**src/rtl/grom_io_pkg.sv**
```systemverilog
// rtl/grom_io_pkg.sv - shared IO register offsets, bit positions and debounce states
package grom_io_pkg;

  // IO register offsets, decoded from addr[0]
  localparam logic REG_STATUS = 1'b0;
  localparam logic REG_EVENTS = 1'b1;

  // STATUS: debounced levels in the low bits, any-flag summary on top
  localparam int STATUS_LEVEL_LSB = 0;
  localparam int STATUS_IRQ_BIT   = 7;

  // EVENTS: press flags low nibble, release flags high nibble
  localparam int EVENTS_PRESS_LSB = 0;
  localparam int EVENTS_REL_LSB   = 4;

  // Per-key debounce FSM encoding
  typedef enum logic {
    ST_STABLE   = 1'b0,
    ST_COUNTING = 1'b1
  } deb_state_t;

endpackage

```
**src/rtl/grom_key_input_if.sv**
```systemverilog
// rtl/grom_key_input_if.sv - grom8 CPU IO bus as seen by the key input peripheral
interface grom_key_input_if;
  logic [11:0] addr;
  logic        ioreq;
  logic        we;
  logic [7:0]  data_out;

  modport master (output addr, output ioreq, output we, input data_out);
  modport slave  (input addr, input ioreq, input we, output data_out);
endinterface

```
**src/rtl/key_debounce.sv**
```systemverilog
// rtl/key_debounce.sv - one-key 2-flop synchroniser plus stable/counting debounce FSM
module key_debounce
  import grom_io_pkg::*;
#(
  parameter int DEBOUNCE_CYCLES = 250000,
  parameter int CNT_W           = 18
) (
  input  logic clk,
  input  logic reset,
  input  logic key_raw,
  output logic level,
  output logic rise,
  output logic fall
);

  localparam logic [CNT_W-1:0] CNT_LAST = CNT_W'(DEBOUNCE_CYCLES - 1);

  logic             s1, s2;
  deb_state_t       state, state_nxt;
  logic [CNT_W-1:0] cnt, cnt_nxt;
  logic             level_nxt;

  // Two-flop synchroniser for the asynchronous button level
  always_ff @(posedge clk) begin
    if (reset) begin
      s1 <= 1'b0;
      s2 <= 1'b0;
    end else begin
      s1 <= key_raw;
      s2 <= s1;
    end
  end

  // FSM state, stability counter and accepted level
  always_ff @(posedge clk) begin
    if (reset) begin
      state <= ST_STABLE;
      cnt   <= '0;
      level <= 1'b0;
    end else begin
      state <= state_nxt;
      cnt   <= cnt_nxt;
      level <= level_nxt;
    end
  end

  // Next state: any bounce back to the accepted level restarts the wait
  always_comb begin
    state_nxt = state;
    cnt_nxt   = cnt;
    level_nxt = level;
    case (state)
      ST_STABLE: begin
        if (s2 != level) begin
          state_nxt = ST_COUNTING;
          cnt_nxt   = CNT_W'(1);
        end else begin
          cnt_nxt = '0;
        end
      end
      ST_COUNTING: begin
        if (s2 == level) begin
          state_nxt = ST_STABLE;
          cnt_nxt   = '0;
        end else if (cnt == CNT_LAST) begin
          level_nxt = s2;
          state_nxt = ST_STABLE;
          cnt_nxt   = '0;
        end else begin
          cnt_nxt = cnt + CNT_W'(1);
        end
      end
    endcase
    // Edge strobes coincide with the edge that updates level
    rise = level_nxt & ~level;
    fall = ~level_nxt & level;
  end

endmodule

```
**src/rtl/grom_key_input.sv**
```systemverilog
// rtl/grom_key_input.sv - debounced key input IO peripheral; GROM_KEY_RELEASE_EVENTS_EN adds release flags
module grom_key_input
  import grom_io_pkg::*;
#(
  parameter int NUM_KEYS        = 4,
  parameter int DEBOUNCE_CYCLES = 250000,
  parameter int CNT_W           = 18
) (
  input  logic                clk,
  input  logic                reset,
  input  logic [NUM_KEYS-1:0] i_keys,
  grom_key_input_if.slave     bus,
  output logic                o_irq
);

  logic [NUM_KEYS-1:0] level, rise, fall;
  logic [3:0]          level4, rise4, fall4;
  logic [3:0]          evt, evt_nxt;
  logic [3:0]          rel, rel_nxt;
  logic                rd, rd_events;
  logic [7:0]          status_byte, events_byte;

  for (genvar k = 0; k < NUM_KEYS; k++) begin : g_key
    key_debounce #(
      .DEBOUNCE_CYCLES(DEBOUNCE_CYCLES),
      .CNT_W          (CNT_W)
    ) u_deb (
      .clk    (clk),
      .reset  (reset),
      .key_raw(i_keys[k]),
      .level  (level[k]),
      .rise   (rise[k]),
      .fall   (fall[k])
    );
  end

  // Unpopulated key slots read as zero
  assign level4 = 4'(level);
  assign rise4  = 4'(rise);
  assign fall4  = 4'(fall);

  assign rd        = bus.ioreq & ~bus.we;
  assign rd_events = rd & (bus.addr[0] == REG_EVENTS);

  // Only addr[0] is decoded
  logic unused_addr;
  assign unused_addr = ^bus.addr[11:1];

`ifdef GROM_KEY_RELEASE_EVENTS_EN
  // Release flags: cleared by an EVENTS read, a same-edge release still sets
  always_comb begin
    rel_nxt = (rel & ~{4{rd_events}}) | fall4;
  end

  // Release flag register
  always_ff @(posedge clk) begin
    if (reset) rel <= 4'h0;
    else       rel <= rel_nxt;
  end
`else
  assign rel_nxt = 4'h0;
  assign rel     = 4'h0;
  logic unused_fall;
  assign unused_fall = ^fall4;
`endif

  // Press flags and read data: a same-edge press survives the clearing read
  always_comb begin
    evt_nxt = (evt & ~{4{rd_events}}) | rise4;
    status_byte = 8'h00;
    status_byte[STATUS_LEVEL_LSB +: 4] = level4;
    status_byte[STATUS_IRQ_BIT]        = |{evt, rel};
    events_byte = 8'h00;
    events_byte[EVENTS_PRESS_LSB +: 4] = evt;
    events_byte[EVENTS_REL_LSB +: 4]   = rel;
  end

  // Flags, interrupt and registered read data with RAM-like 1-cycle latency
  always_ff @(posedge clk) begin
    if (reset) begin
      evt          <= 4'h0;
      o_irq        <= 1'b0;
      bus.data_out <= 8'h00;
    end else begin
      evt   <= evt_nxt;
      o_irq <= |{evt_nxt, rel_nxt};
      if (rd) begin
        bus.data_out <= (bus.addr[0] == REG_EVENTS) ? events_byte : status_byte;
      end
    end
  end

endmodule

```
**src/flat_wrapper.sv**
```systemverilog
// flat-port wrapper written by rule: the top's interface ports become plain ports
module grom_key_input_flat import grom_io_pkg::*;
#(
  parameter int NUM_KEYS        = 4,
  parameter int DEBOUNCE_CYCLES = 250000,
  parameter int CNT_W           = 18
)
  (clk, reset, i_keys, o_irq, bus_addr, bus_ioreq, bus_we, bus_data_out);
  grom_key_input_if bus_i ();
  input  logic clk;
  input  logic reset;
  input  logic [NUM_KEYS-1:0] i_keys;
  output logic o_irq;
  input wire logic [$bits(bus_i.addr)-1:0] bus_addr;
  input wire logic [$bits(bus_i.ioreq)-1:0] bus_ioreq;
  input wire logic [$bits(bus_i.we)-1:0] bus_we;
  output wire logic [$bits(bus_i.data_out)-1:0] bus_data_out;
  assign bus_i.addr = bus_addr;
  assign bus_i.ioreq = bus_ioreq;
  assign bus_i.we = bus_we;
  assign bus_data_out = bus_i.data_out;
  grom_key_input #(.NUM_KEYS(NUM_KEYS), .DEBOUNCE_CYCLES(DEBOUNCE_CYCLES), .CNT_W(CNT_W)) u_core (.clk(clk), .reset(reset), .i_keys(i_keys), .bus(bus_i), .o_irq(o_irq));
endmodule
```
**config.mk**
```make
export PLATFORM = sky130hd
export DESIGN_NAME = grom_key_input_flat
export DESIGN_NICKNAME = d
export VERILOG_FILES = /design/src/rtl/grom_io_pkg.sv /design/src/rtl/grom_key_input_if.sv /design/src/rtl/key_debounce.sv /design/src/rtl/grom_key_input.sv /design/src/flat_wrapper.sv
export SDC_FILE = /design/constraint.sdc
export NUM_CORES = 1
export LEC_CHECK = 0
export BUFFER_PORTS_ARGS = -buffer_cell sky130_fd_sc_hd__buf_4
export CORE_ASPECT_RATIO = 2
export CORE_MARGIN = 3
export CORE_UTILIZATION = 50
export CTS_BUF_LIST = sky130_fd_sc_hd__clkbuf_16
export DETAILED_ROUTE_END_ITERATION = 16
export HOLD_SLACK_MARGIN = 0.02
export PLACE_DENSITY = 0.68
export REMOVE_ABC_BUFFERS = 1
export SLEW_MARGIN = 20
export SYNTH_ARGS = -nofsm -noshare
export SYNTH_HDL_FRONTEND = slang
export SYNTH_SLANG_ARGS = --single-unit
```
**constraint.sdc**
```tcl
create_clock -name clk -period 2.44 [get_ports clk]
set_input_delay 0.366 -clock clk [delete_from_list [all_inputs] [get_ports clk]]
set_output_delay 0.366 -clock clk [all_outputs]
set_load 0.01 [all_outputs]
```
==> results.txt, run 1 <==
IO Count = 29
Tmin final = 1.966 ns
CORE AREA = 8351 um^2
HP Start = i_keys[2]
Leakage = 0.001550 uW
DR vias/cell = 5.702
CP arrival = 2.18 ns
Latest clock arrival within the worst-skew pair = 0.35 ns
Fin Setup TNS = 0 ns
DRC = 0
Final hold violations = 0
Max-cap violations = 0
Reg-to-Reg Start = u_core.g_key[0].u_deb.cnt[0]$_SDFF_PP0_
Worst rel slew slack = 61.65%
Cts hold-fix bufs = 0
Num CTS Buffers = 9
Fill cells = 779
Cts repair resizes = 0
YS warnings = 0
R2R setup slack = 0.47 ns
Worst EP required = 2.65 ns
Htree depth = 3
Initial core utilization = 52.02%
# rows = 47
Sink Count = 98
Final setup viols = 0
Number of buffers added on ports = 14
Power Density = 668.1 nW/um^2
Met2 Use GR = 31.05%
Status = finished, final reports clean
Fmax achieved = 0.5087 GHz
Maximum vdd drop = 0.0004113 V
Skew final = 0.01193 ns
Final wirelength = 8.100 mm
Unrepaired setup endpoints after global routing = no
Initial detailed-routing violation count = 136
Startpoint types = flop
Tightest Pin Transition = 0.5741 ns
Nets = 522
Prevailing post-synth register cell = dfxtp_1
Max-slew violations = 0
Vias in the first global route = 3233
Busiest grt layer = met2
Final period util = 80.56%
Total number of vias = 3427
RD Place Congestion = 0.7904
Final ANT Viol Nets = 0
Post-synth cell types = 48
Hold EP = u_core.g_key[2].u_deb.s1$_SDFF_PP0_
HPWL Detailed = 5.833 mm
Crit Path Max Fanout = 16
Synthesis-to-finish area growth = 10.51%
Post-CTS Setup Bufs = 0
Hold Path Class = in -> reg
Post-synthesis register bit count = 98
Die width = 71.91 um
First-pass GRT wire length = 13.75 mm
Hold depth = 2
Largest net degree at the start of global routing = 24
CTS tree = done
Area of placed instances = 4476 um^2
Mean Syn Cell Area = 8.866 um^2
Aggregate global routing overflow = 0
Initial antenna violation count = 0
Post-synth top area share = 45.16%
Die height = 137.8 um
Post-Syn Area = 4344 um^2
GRT Overall Usage = 17.39%
Synth Instances = 490
Final Power = 3208 uW
Yosys top cell by area = dfxtp_1
Ranking of synthesized cells by area = dfxtp_1 (45%), xor2_1 (6.3%), nor2_1 (5.2%)
Diodes inserted = 0
Design Area, Final = 4801 um^2
CP Capture Type = flop
Wire per inst = 13.48 um
End of the worst register-to-register path = u_core.g_key[0].u_deb.cnt[8]$_SDFF_PP0_
First-pass DRT Iterations = 4
Critical path type = reg -> reg
Die ar. = 9911 um^2
Share of cells above drive strength 1 = 8.549%
Max clock buf depth = 2
R2R depth = 5
Synth async-reset ratio = 0%
WHS = 0.2294 ns
Clk slew on worst S/H paths = 0.07 ns
EDFF count, synth = 0
Global-route met1 utilization = 18.81%
Met3 usage = 3.506%
Sequential area share after synthesis = 45.16%
CTS Root Cell = clkbuf_16
-- area by class of cell --
class,instances,area (um^2),share of cell area [%]
clock buffers,9,225.2,4.691
clock inverters,7,100.1,2.085
inverters,17,63.81,1.329
multi-input cells,355,2200,45.82
flip-flops and latches,98,1962,40.87
well taps,98,122.6,2.554
repair buffers,17,127.6,2.658
-- metal layers --
metal	wire length [um]	vias up	share of wire [%]
met2	4277	47	53
li1	-	1751	-
met4	199	0	2.5
met1	3412	1610	42
met5	0	-	0
met3	210	19	2.6
-- how the worst max path moves through the flow --
stage / from / end / slack [ns] / cells after the start
floorplan: u_core.g_key[1].u_deb.cnt[0]$_SDFF_PP0_ / u_core.g_key[1].u_deb.cnt[10]$_SDFF_PP0_ / 0.55 / 5
detailed placement: u_core.g_key[0].u_deb.cnt[0]$_SDFF_PP0_ / u_core.g_key[0].u_deb.cnt[8]$_SDFF_PP0_ / 0.45 / 5
global placement: u_core.g_key[0].u_deb.cnt[0]$_SDFF_PP0_ / u_core.g_key[0].u_deb.cnt[8]$_SDFF_PP0_ / 0.49 / 5
global route: u_core.g_key[0].u_deb.cnt[0]$_SDFF_PP0_ / u_core.g_key[0].u_deb.cnt[13]$_SDFF_PP0_ / 0.23 / 5
finish: u_core.g_key[0].u_deb.cnt[0]$_SDFF_PP0_ / u_core.g_key[0].u_deb.cnt[8]$_SDFF_PP0_ / 0.47 / 5
CTS: u_core.g_key[0].u_deb.cnt[0]$_SDFF_PP0_ / u_core.g_key[0].u_deb.cnt[8]$_SDFF_PP0_ / 0.44 / 5
-- power breakdown --
group          total, uW  internal, uW  leakage, uW  switching (uW)
combinational       55.1          26.1     0.000609            29.0
clock               1530           905     0.000149             627
sequential          1620          1610     0.000792            8.55
total               3210          2540      0.00155             664
-- state kept, by name, indices dropped and copies added, names as in the netlist --
signal / flops
u_core.g_key.u_deb.cnt: 72
u_core.g_key.u_deb.state: 4
u_core.g_key.u_deb.s2: 4
u_core.o_irq: 1
u_core.evt: 4
u_core.g_key.u_deb.level: 4
u_core.bus.data_out: 5
u_core.g_key.u_deb.s1: 4
-- kinds of logic (layout without fill, tap and decap cells) --
family          count (synthesis)  count (layout)  synth area share, %
xor+xnor                       50              50                10.08
fa+ha+maj                       4               4                1.152
mux                             5               5                1.152
flops                          98              98                45.16
simple gates                  225             225                28.17
compound gates                 68              68                9.822
buf+inv                        39              50                4.378
other cells                     1               3              0.08632
-- Yosys cell counts (2+ instances only) --
cell type,number
or2_2,2
nand2_1,24
o21bai_1,3
nand4_1,22
a211oi_1,4
o31ai_1,11
clkbuf_1,12
nor4_1,8
o21ai_0,8
and3_1,12
xor2_1,31
or4_1,10
nand3b_1,3
buf_2,4
a21oi_1,28
nor4b_1,3
inv_1,17
and2_1,3
dfxtp_1,98
a211o_1,2
a31o_2,2
buf_4,4
ha_1,4
nand3_1,32
a31oi_1,3
nor2b_1,12
and4_1,7
xnor2_1,19
or3_1,12
nor2_1,60
a21o_1,2
nor3_1,8
mux2i_1,5
-- stage by stage --
stage / setup WS [ns] / cells / utilization [%]
final: 0.4743 / 601 / 57.49
after global routing: 0.2327 / 601 / 57.49
after CTS: 0.4407 / 601 / 57.49
after detailed placement: 0.4527 / 585 / 53.60
after global placement: 0.4938 / 585 / 53.60
after floorplan: 0.5526 / 470 / -
-- cell usage in the layout (no fill, tap or decap), types with 4 or more instances in the layout --
cell type,netlist,layout
nand2_1,24,24
nand4_1,22,22
nor2b_1,12,12
dfxtp_1,98,98
clkbuf_16,0,9
and3_1,12,12
o21ai_0,8,8
or4_1,10,10
a21oi_1,28,28
nor2_1,60,60
nand3_1,32,32
inv_1,17,17
xnor2_1,19,19
buf_4,4,17
and4_1,7,7
xor2_1,31,31
nor3_1,8,8
nor4_1,8,8
ha_1,4,4
or3_1,12,12
mux2i_1,5,5
o31ai_1,11,11
a211oi_1,4,4
-- critical path, cell delays in order (launching register included) --
cell     delay [ns]
dfxtp_1        0.38
ha_1           0.22
nand3_1        0.19
nor3_1         0.41
a211o_1        0.52
nor2_1         0.10
(Power assumes the default switching activity.)
==> inputs of run 2 (changes only) <==
--- a/config.mk
+++ b/config.mk
@@ -5,6 +5,7 @@
 export SDC_FILE = /design/constraint.sdc
 export NUM_CORES = 1
 export LEC_CHECK = 0
+export ABC_AREA = 1
 export BUFFER_PORTS_ARGS = -buffer_cell sky130_fd_sc_hd__buf_4
 export CORE_ASPECT_RATIO = 2
 export CORE_MARGIN = 3
@@ -12,7 +13,7 @@
 export CTS_BUF_LIST = sky130_fd_sc_hd__clkbuf_16
 export DETAILED_ROUTE_END_ITERATION = 16
 export HOLD_SLACK_MARGIN = 0.02
-export PLACE_DENSITY = 0.68
+export PLACE_DENSITY = 0.7
 export REMOVE_ABC_BUFFERS = 1
 export SLEW_MARGIN = 20
 export SYNTH_ARGS = -nofsm -noshare
==> constraint.sdc (replaced) <==
create_clock -name clk -period 1.6 [get_ports clk]
set_input_delay 0.24 -clock clk [delete_from_list [all_inputs] [get_ports clk]]
set_output_delay 0.24 -clock clk [all_outputs]
set_load 0.01 [all_outputs]
==> run 2 against run 1 <==
Cell count grew 25%; critical path type unchanged; power is 46% higher; combinational power rose by 38%; sequential share of layout area decreased by 4.0 points; worst setup slack worse by 0.39 ns; synthesized cell count rose by 23%; maximum frequency is 30% higher.
==> results.txt, run 2 <==
Largest regs = u_core.g_key.u_deb.cnt x72, u_core.bus.data_out x5 (unchanged)
Total number of vias = 3856 (was 3427)
Yosys top cell by area = dfxtp_1 (unchanged)
# rows = 48 (was 47)
EDFF count, synth = 0 (unchanged)
CORE AREA = 8708 um^2 (was 8351 um^2)
Initial core utilization = 51.54% (was 52.02%)
Max-slew violations = 0 (unchanged)
Post-Syn Area = 4488 um^2 (was 4344 um^2)
Sequential area share after synthesis = 43.71% (was 45.16%)
Post-synth top area share = 43.71% (was 45.16%)
Synthesis-to-finish area growth = 18.96% (was 10.51%)
R2R setup slack = 0.09 ns (was 0.47 ns)
Hold Path Class = in -> reg (unchanged)
Aggregate global routing overflow = 0 (unchanged)
IO Count = 29 (unchanged)
Synth Instances = 604 (was 490)
Commonest cells in the netlist = nor2_1 (115), nand2_1 (99), dfxtp_1 (98) (was dfxtp_1 (98), nor2_1 (60), nand3_1 (32))
Critical path endpoint = u_core.g_key[3].u_deb.cnt[14]$_SDFF_PP0_ (was u_core.g_key[0].u_deb.cnt[8]$_SDFF_PP0_)
Number of buffers added on ports = 14 (unchanged)
GRT Overall Usage = 17.40% (was 17.39%)
Final wirelength = 8.808 mm (was 8.100 mm)
Commonest non-fill, non-tap cells in the layout = nor2_1 (109), nand2_1 (93), dfxtp_1 (92) (was dfxtp_1 (98), nor2_1 (60), nand3_1 (32))
HPWL Detailed = 6.250 mm (was 5.833 mm)
CP arrival = 1.80 ns (was 2.18 ns)
Skew final = 0.007937 ns (was 0.01193 ns)
CP Cell Sequence = ha_2 -> nand2_2 -> inv_1 -> nand2_1 -> nor2_2 -> nand2_1 -> nand3_2 -> a21oi_1 -> o21a_1 (was ha_1 -> nand3_1 -> nor3_1 -> a211o_1 -> nor2_1)
Largest net degree at the start of global routing = 17 (was 24)
Leakage = 0.002137 uW (was 0.001550 uW)
Delay-heaviest family, CP = simple AND/OR/NAND/NOR gates (unchanged)
Cell with the most instances after synthesis = nor2_1 (was dfxtp_1)
Final period util = 94.54% (was 80.56%)
CP max-delay cell = dfxtp_2 (was a211o_1)
Status = finished, final reports clean (unchanged)
Vias in the first global route = 3685 (was 3233)
Final ANT Viol Nets = 0 (unchanged)
Die ar. = 10220 um^2 (was 9911 um^2)
Post-synth cell types = 36 (was 48)
Ranking of synthesized cells by area = dfxtp_1 (44%), nor2_1 (9.6%), nand2_1 (8.3%) (was dfxtp_1 (45%), xor2_1 (6.3%), nor2_1 (5.2%))
Reg with most FFs = u_core.g_key.u_deb.cnt (unchanged)
CP Capture Type = flop (unchanged)
Synth async-reset ratio = 0% (unchanged)
CTS tree = done (unchanged)
Post-synthesis register bit count = 98 (unchanged)
Fmax achieved = 0.6611 GHz (was 0.5087 GHz)
Max clock buf depth = 2 (unchanged)
Sink Count = 98 (unchanged)
Nets = 673 (was 522)
Mean Syn Cell Area = 7.431 um^2 (was 8.866 um^2)
Die width = 72.99 um (was 71.91 um)
Share of cells above drive strength 1 = 19.11% (was 8.549%)
DR vias/cell = 5.114 (was 5.702)
YS warnings = 0 (unchanged)
Initial detailed-routing violation count = 176 (was 136)
Most Frequent Cell on Critical Path = nand2_1
Latest clock arrival within the worst-skew pair = 0.34 ns (was 0.35 ns)
Critical path type = reg -> reg (unchanged)
Wire per inst = 11.68 um (was 13.48 um)
Worst EP required = 1.89 ns (was 2.65 ns)
Final setup viols = 0 (unchanged)
Num CTS Buffers = 9 (unchanged)
CTS Root Cell = clkbuf_16 (unchanged)
Initial antenna violation count = 0 (unchanged)
WP depth = 9 (was 5)
DRC = 0 (unchanged)
Max-cap violations = 0 (unchanged)
Max FFs per register = 72 (unchanged)
CP max stage delay = 0.32 ns (was 0.52 ns)
Clk slew on worst S/H paths = 0.07 ns (about the same)
First-pass DRT Iterations = 4 (unchanged)
Startpoint types = flop (unchanged)
R2R depth = 9 (was 5)
Die height = 140.0 um (was 137.8 um)
Diodes inserted = 0 (unchanged)
Worst Path Buf+Inv = 1 (was 0)
End of the worst register-to-register path = u_core.g_key[3].u_deb.cnt[14]$_SDFF_PP0_ (was u_core.g_key[0].u_deb.cnt[8]$_SDFF_PP0_)
Power Density = 874.7 nW/um^2 (was 668.1 nW/um^2)
RD Place Congestion = 0.8814 (was 0.7904)
First-pass GRT wire length = 14.58 mm (was 13.75 mm)
Commonest non-fill, non-tap cell in the layout = nor2_1 (was dfxtp_1)
Htree depth = 3 (unchanged)
Maximum vdd drop = 0.0007553 V (was 0.0004113 V)
Critical path origin = u_core.g_key[3].u_deb.cnt[0]$_SDFF_PP0_ (was u_core.g_key[0].u_deb.cnt[0]$_SDFF_PP0_)
Final Power = 4670 uW (was 3208 uW)
Reg-to-Reg Start = u_core.g_key[3].u_deb.cnt[0]$_SDFF_PP0_ (was u_core.g_key[0].u_deb.cnt[0]$_SDFF_PP0_)
Crit Path Max Fanout = 7 (was 16)
Prevailing post-synth register cell = dfxtp_1 (unchanged)
Tmin final = 1.513 ns (was 1.966 ns)
Cts hold-fix bufs = 0 (unchanged)
Final hold violations = 0 (unchanged)
Final Util = 61.31% (was 57.49%)
-- run 2: changes by cell type after synthesis, moves of 10 or more --
cell | previous run | this run
or4_1 | 10 | 0
and3_1 | 12 | 2
or3_1 | 12 | 0
xnor2_1 | 19 | 6
nor2_1 | 60 | 115
o31ai_1 | 11 | 0
inv_1 | 17 | 71
nor2b_1 | 12 | 0
nand2_1 | 24 | 99
-- run 2: final cells by class --
| class | count | area [um^2] |
|---|---|---|
| sequential | 98 | 1969 |
| tap | 100 | 125.1 |
| clock buffer | 9 | 225.2 |
| fill | 796 | 3369 |
| multi-input combinational | 419 | 2300 |
| clock inverter | 7 | 68.82 |
| timing repair buffer | 41 | 350.3 |
| inverter | 80 | 300.3 |
-- run 2: worst min-delay path by stage --
stage | slack, ns | start | depth (start not counted) | end
3_3_place_gp | 0.40 | u_core.g_key[3].u_deb.s1$_SDFF_PP0_ | 2 | u_core.g_key[3].u_deb.s2$_SDFF_PP0_
2_1_floorplan | 0.31 | reset | 1 | u_core.bus.data_out[7]$_SDFFE_PP0P_
5_1_grt | 0.13 | i_keys[0] | 3 | u_core.g_key[0].u_deb.s1$_SDFF_PP0_
3_5_place_dp | 0.40 | u_core.g_key[2].u_deb.s1$_SDFF_PP0_ | 2 | u_core.g_key[2].u_deb.s2$_SDFF_PP0_
6_report | 0.10 | i_keys[2] | 3 | u_core.g_key[2].u_deb.s1$_SDFF_PP0_
4_1_cts | 0.09 | i_keys[0] | 3 | u_core.g_key[0].u_deb.s1$_SDFF_PP0_
-- run 2: worst register-to-register path, cell delays in order (launching register included) --
cell	delay (ns)
dfxtp_2	0.32
ha_2	0.19
nand2_2	0.10
inv_1	0.06
nand2_1	0.09
nor2_2	0.05
nand2_1	0.16
nand3_2	0.20
a21oi_1	0.17
o21a_1	0.13
-- run 2: timing repair --
| action | in CTS | in global routing |
|---|---|---|
| setup buffers | 0 | 5 |
| setup endpoints to repair | 0 | 54 |
| resized for setup | 0 | 36 |
-- run 2: kinds of logic after synthesis --
family          share of synthesized area, %
simple gates                           34.15
flops                                  43.71
fa+ha+maj                              1.115
compound gates                         7.276
xor+xnor                               5.659
other cells                          0.08356
buf+inv                                8.001
-- run 2: through the flow --
step	instances	instance area (um^2)	setup slack, ns	TNS, ns	hold WS [ns]
6_report	754	5339	0.08739	0	0.1024
5_1_grt	754	5339	-0.03205	-0.1701	0.1289
4_1_cts	747	5144	0.006692	0	0.09046
3_5_place_dp	731	4850	0.02974	0	0.3989
3_3_place_gp	731	4850	0.06373	0	0.3968
2_1_floorplan	596	4437	0.1155	0	0.3091
-- run 2: power by group --
| group | internal [uW] | total (uW) | leakage, uW | switching [uW] |
|---|---|---|---|---|
| sequential | 2450 | 2460 | 0.000794 | 9.67 |
| clock | 1210 | 2130 | 0.000142 | 923 |
| combinational | 31.3 | 76.0 | 0.00120 | 44.7 |
| total | 3690 | 4670 | 0.00214 | 977 |
-- run 2: metal layers --
metal  up-vias  global-route usage [%]  part of all wire (%)
met5         -                       0                     0
met3        18                   3.233                   2.2
met4         0                   7.879                   2.6
met1      1783                   18.50                    41
met2        41                   31.74                    54
li1       2014                       -                     -
